[src/rtl/spi_frame_ctrl.sv]
// Frame controller for an SPI slave: decodes the command byte, then streams register writes or prefetched reads.
// Optional build macro SPI_FRAME_CHECKSUM_EN: in a write frame, tx_byte carries the running XOR of accepted payload bytes.
module spi_frame_ctrl #(
  parameter int         ADDR_W      = 7,
  parameter int         MAX_LEN     = 16,
  parameter logic [7:0] STATUS_BYTE = 8'hA5
) (
  input  logic              clk,
  input  logic              rst,
  input  logic              ssel_active,
  input  logic              rx_valid,
  input  logic [7:0]        rx_byte,
  output logic [7:0]        tx_byte,
  output logic              tx_load,
  output logic [ADDR_W-1:0] reg_addr,
  output logic              reg_we,
  output logic [7:0]        reg_wdata,
  output logic              reg_re,
  input  logic [7:0]        reg_rdata,
  output logic              frame_done,
  output logic              len_err
);

  localparam int CNT_W = $clog2(MAX_LEN + 1);

  typedef enum logic [2:0] {IDLE, CMD, WRITE, READ_REQ, READ_WAIT, READ} state_t;

  typedef struct packed {
    logic [7:0]        tx_byte;
    logic              tx_load;
    logic [ADDR_W-1:0] addr;
    logic              we;
    logic [7:0]        wdata;
    logic              re;
    logic              done;
    logic              len_err;
    logic [CNT_W-1:0]  cnt;
  } ctrl_t;

  state_t            state, state_nxt;
  ctrl_t             q, d;
  logic              ssel_q;
  logic              cnt_ok;
  logic [ADDR_W-1:0] wr_addr;

  always_ff @(posedge clk or posedge rst) begin
    if (rst) begin
      state  <= IDLE;
      ssel_q <= 1'b0;
    end else begin
      state  <= state_nxt;
      ssel_q <= ssel_active;
    end
  end

  always_ff @(posedge clk or posedge rst) begin
    if (rst) begin
      q         <= '0;
      q.tx_byte <= STATUS_BYTE;
    end else begin
      q <= d;
    end
  end

  always_comb begin
    state_nxt = state;
    d         = q;
    d.tx_load = 1'b0;
    d.we      = 1'b0;
    d.re      = 1'b0;
    d.done    = 1'b0;
    // Address advances the cycle after a write strobe, so a strobe always sees its own address.
    wr_addr   = q.we ? q.addr + 1'b1 : q.addr;
    cnt_ok    = q.cnt < CNT_W'(MAX_LEN);

    if (state != IDLE && !ssel_active) begin
      state_nxt = IDLE;
      d.done    = (state != CMD);
      d.tx_byte = STATUS_BYTE;
      d.addr    = (state == WRITE) ? wr_addr : q.addr;
    end else begin
      case (state)
        IDLE: begin
          if (ssel_active && !ssel_q) begin
            state_nxt = CMD;
            d.len_err = 1'b0;
            d.cnt     = '0;
            d.tx_byte = STATUS_BYTE;
            d.tx_load = 1'b1;
          end
        end
        CMD: begin
          if (rx_valid) begin
            d.addr = rx_byte[ADDR_W-1:0];
            if (rx_byte[7]) begin
              state_nxt = READ_REQ;
              d.re      = 1'b1;
            end else begin
              state_nxt = WRITE;
              d.tx_byte = 8'h00;
            end
          end
        end
        WRITE: begin
          d.addr = wr_addr;
          if (rx_valid) begin
            if (cnt_ok) begin
              d.we    = 1'b1;
              d.wdata = rx_byte;
              d.cnt   = q.cnt + 1'b1;
`ifdef SPI_FRAME_CHECKSUM_EN
              d.tx_byte = q.tx_byte ^ rx_byte;
              d.tx_load = 1'b1;
`endif
            end else begin
              d.len_err = 1'b1;
            end
          end
        end
        READ_REQ: state_nxt = READ_WAIT;
        READ_WAIT: begin
          state_nxt = READ;
          d.tx_byte = reg_rdata;
          d.tx_load = 1'b1;
          d.addr    = q.addr + 1'b1;
        end
        READ: begin
          if (rx_valid) begin
            if (cnt_ok) begin
              state_nxt = READ_REQ;
              d.re      = 1'b1;
              d.cnt     = q.cnt + 1'b1;
            end else begin
              d.tx_byte = 8'h00;
              d.tx_load = 1'b1;
              d.len_err = 1'b1;
            end
          end
        end
        default: state_nxt = IDLE;
      endcase
    end
  end

  assign tx_byte    = q.tx_byte;
  assign tx_load    = q.tx_load;
  assign reg_addr   = q.addr;
  assign reg_we     = q.we;
  assign reg_wdata  = q.wdata;
  assign reg_re     = q.re;
  assign frame_done = q.done;
  assign len_err    = q.len_err;

endmodule

[config.mk]
export PLATFORM = sky130hd
export DESIGN_NAME = spi_frame_ctrl
export DESIGN_NICKNAME = d
export VERILOG_FILES = /design/src/rtl/spi_frame_ctrl.sv
export SDC_FILE = /design/constraint.sdc
export NUM_CORES = 1
export LEC_CHECK = 0
export BUFFER_PORTS_ARGS = -buffer_cell sky130_fd_sc_hd__buf_2
export CAP_MARGIN = 20
export CORE_AREA = 2 2 76 78
export CTS_BUF_LIST = sky130_fd_sc_hd__clkbuf_4
export CTS_CLUSTER_DIAMETER = 200
export DETAILED_ROUTE_END_ITERATION = 8
export DIE_AREA = 0 0 78 80
export SLEW_MARGIN = 15
export SYNTH_ARGS = -nofsm -noshare
export SYNTH_HDL_FRONTEND = slang
export SYNTH_SLANG_ARGS = --single-unit
[constraint.sdc]
create_clock -name clk -period 2 [get_ports clk]
set_clock_uncertainty 0.15 [all_clocks]
set_input_delay 0.3 -clock clk [delete_from_list [all_inputs] [get_ports clk]]
set_output_delay 0.3 -clock clk [all_outputs]
set_load 0.03 [all_outputs]
==> results.md <==
- Sequential area share after synthesis: 0.4379
- Fin. Hold Viols: 0
- CTS buffer count: 5
- Combinational power share: 0.528
- Critical path class: flop to flop
- DR vias: roughly 1700
- Sw Share: 0.4363
- Total grt overflow: 0
- Top_reg_cell synth: dfrtp_1
- Area of the multi-input gates: roughly 930 sq um
- Most common cell in the netlist: dfrtp_1
- Setup TNS: 0 ps
- Final setup fails: 0
- Die Y: about 80 um
- R2R depth: 4
- Worst R2R Setup Slack: around 94 ps
- Worst Tran Pin Value: 658.6 ps
- Tot Pwr: roughly 3.7 mW
- Tcrit/Tclk final: 0.9528
- CP max FO: 11
- MaxCap Viol Count: 0
- FF+latch count, synth: 37
- WHS Path Cells: 2
- Cell Area, Synth: roughly 2100 sq um
- # DRC: 0
- Total GRT Usage: 0.1523
- CP startpoint kind: flop
- Final net count: ~280
- CTS tree: built
- H-tree Lvls: 2
- Mean Syn Cell Area: 9.751 sq um
- Critical path origin: state[2]$_DFFE_PP0P_
- Part of the power in registers: 0.335
- Worst r2r src: state[2]$_DFFE_PP0P_
- Int Power: between 2 and 2.5 mW
- Gpl congestion: 0.7895
- Total Wirelength: between 4000 and 5000 um
- Worst-Skew Late Latency: between 300 and 400 ps
- Ant. Diodes: 0
- Worst hold slack: 22.86 ps
- Vias/cell: slightly above 5
- First-pass GRT wire length: about 7400 um
- Synth cell types: between 50 and 60
- Initial Util: 0.3933
- Syn_nets: 240
- Longest Clk Path Bufs: 2
- HPWL after DPL: 3331 um
- Area of the core: about 5400 sq um
- Post-synth top cells: dfrtp_1, buf_4, nand3_1
- CP Capture Type: flop
- VDD IR max: ~0.00064 V
- CP arrival: 2000 ps
- DR WL/cell: approximately 13 um
- Sequential cell area: ~930 sq um
- PortBufs: 47
- Post-synth EDFFs: 0
- YS warnings: 0
- Die width: between 70 and 80 um
- Fin crit period: between 1500 and 2000 ps
- Synth top area share: 0.3885
- P&R area growth vs syn: 17.89%
- Post-Syn Instances: 218
- Antenna violations before repair: 0
- Clk pwr share: 0.137
- Clock sink total: 37
- Status: completed
- NetSw: 1.631 mW
- Worst R2R End: reg_wdata[6]$_DFFE_PP0P_
- Top cells by area, synth: dfrtp_1, buf_4, dfstp_2
- Routed Antenna Nets: 0
- Hold-critical path endpoint: tx_byte[1]$_DFFE_PP0P_
- Fmax: roughly 520 MHz
- Worst slew margin: 0.5572
- Leakage Power: 1.198 nW
- Pin count of the biggest net entering global routing: 38
- Hold Path Class: input port to flop
- # rows: 27
- Share of cells above drive strength 1: 0.3678
- Beginning of the worst hold path: reg_rdata[1]
- Number of fillers in the final layout: 570
- Max-slew violation count: 0
- Cell taking the most area after synthesis: dfrtp_1
- Die area: 6240 sq um
- IO Pins: 48
- Worst-path clk slew: approximately 120 ps
- Pwr Density: between 1000 and 1500 nW/um^2
- Ys async rst share: 1.000
- Critical Path RT: roughly 2100 ps
- Clk root buf: clkbuf_4
- First-pass DRT Iterations: 4
- Number of global-route vias before repair: between 1500 and 2000
- RSZ-0062 raised after global routing: false
- Initial DRC Count: 95
[repair_timing]
action | in CTS | in global routing
hold endpoints to repair | 33 | 2
setup endpoints to repair | 1 | 20
hold buffers | 1 | 2
gates resized for setup | 1 | 2
setup buffers | 0 | 0
[cell usage in the layout, fill, tap and decap left out, drive strengths merged, types with 6 or more instances in the layout]
| master | n |
|---|---|
| inv | 14 |
| a22o | 6 |
| a21oi | 9 |
| nor2 | 8 |
| dfrtp | 33 |
| nand2 | 13 |
| mux2 | 8 |
| o21ai | 7 |
| buf | 66 |
| nand3 | 15 |
[stage by stage]
step	std cells	setup WS (ps)	cell area, sq um	utilization
2_1_floorplan	218	201.1	2126	-
3_3_place_gp	322	41.06	2384	0.4410
3_5_place_dp	322	26.03	2384	0.4410
4_1_cts	331	19.09	2474	0.4576
5_1_grt	333	16.97	2506	0.4637
6_report	333	94.40	2506	0.4637
[kinds of logic (layout without fill, tap and decap cells)]
logic type      after synthesis  after routing  share of synthesized area
flops                        37             37                     0.4379
mux                          13             13                    0.06592
fa+ha+maj                     2              2                    0.01177
simple gates                 69             69                     0.1878
buf+inv                      48             91                     0.1295
compound gates               49             49                     0.1672
[worst max-delay path, cell delays in order (launching register included)]
cell	delay [ps]
dfrtp_2	500
or3b_1	480
nor3_4	190
buf_12	160
mux2_2	330
[power by group through the flow]
stage / clock network, mW / registers (mW) / logic, mW
global placement: 0 / 1.26 / 1.94
global route: 0.572 / 1.30 / 2.14
finish: 0.513 / 1.25 / 1.97
CTS: 0.537 / 1.25 / 1.97
floorplan: 0 / 1.21 / 1.69
detailed placement: 0 / 1.27 / 1.96
[worst max path at each step]
stage	end	slack (ps)	cells past startpoint
detailed placement	reg_wdata[7]$_DFFE_PP0P_	30	4
global route	tx_byte[6]$_DFFE_PP0P_	20	4
floorplan	tx_byte[0]$_DFFE_PP1P_	200	5
CTS	reg_wdata[6]$_DFFE_PP0P_	20	4
finish	reg_wdata[6]$_DFFE_PP0P_	90	4
global placement	tx_byte[1]$_DFFE_PP0P_	40	4
[sequential cells by signal, indices dropped and copies added, names as in the netlist, 3 cells and up]
| register | flops |
|---|---|
| reg_addr | 7 |
| state | 3 |
| reg_wdata | 8 |
| tx_byte | 8 |
| q | 5 |
[routing by layer]
layer,vias up,GRT usage,part of all wire
met5,-,0,0
met4,0,0.06316,0.015
met3,7,0.03394,0.040
met2,37,0.2526,0.47
met1,811,0.1919,0.48
li1,848,-,-
[final cells by class]
class,count,area share
tap,72,0.03595
inverter,14,0.02097
multi-input combinational,133,0.3714
timing repair buffer,69,0.1677
sequential,37,0.3724
clock buffer,5,0.01498
clock inverter,3,0.01648
Power figures use the tool's default switching activity.
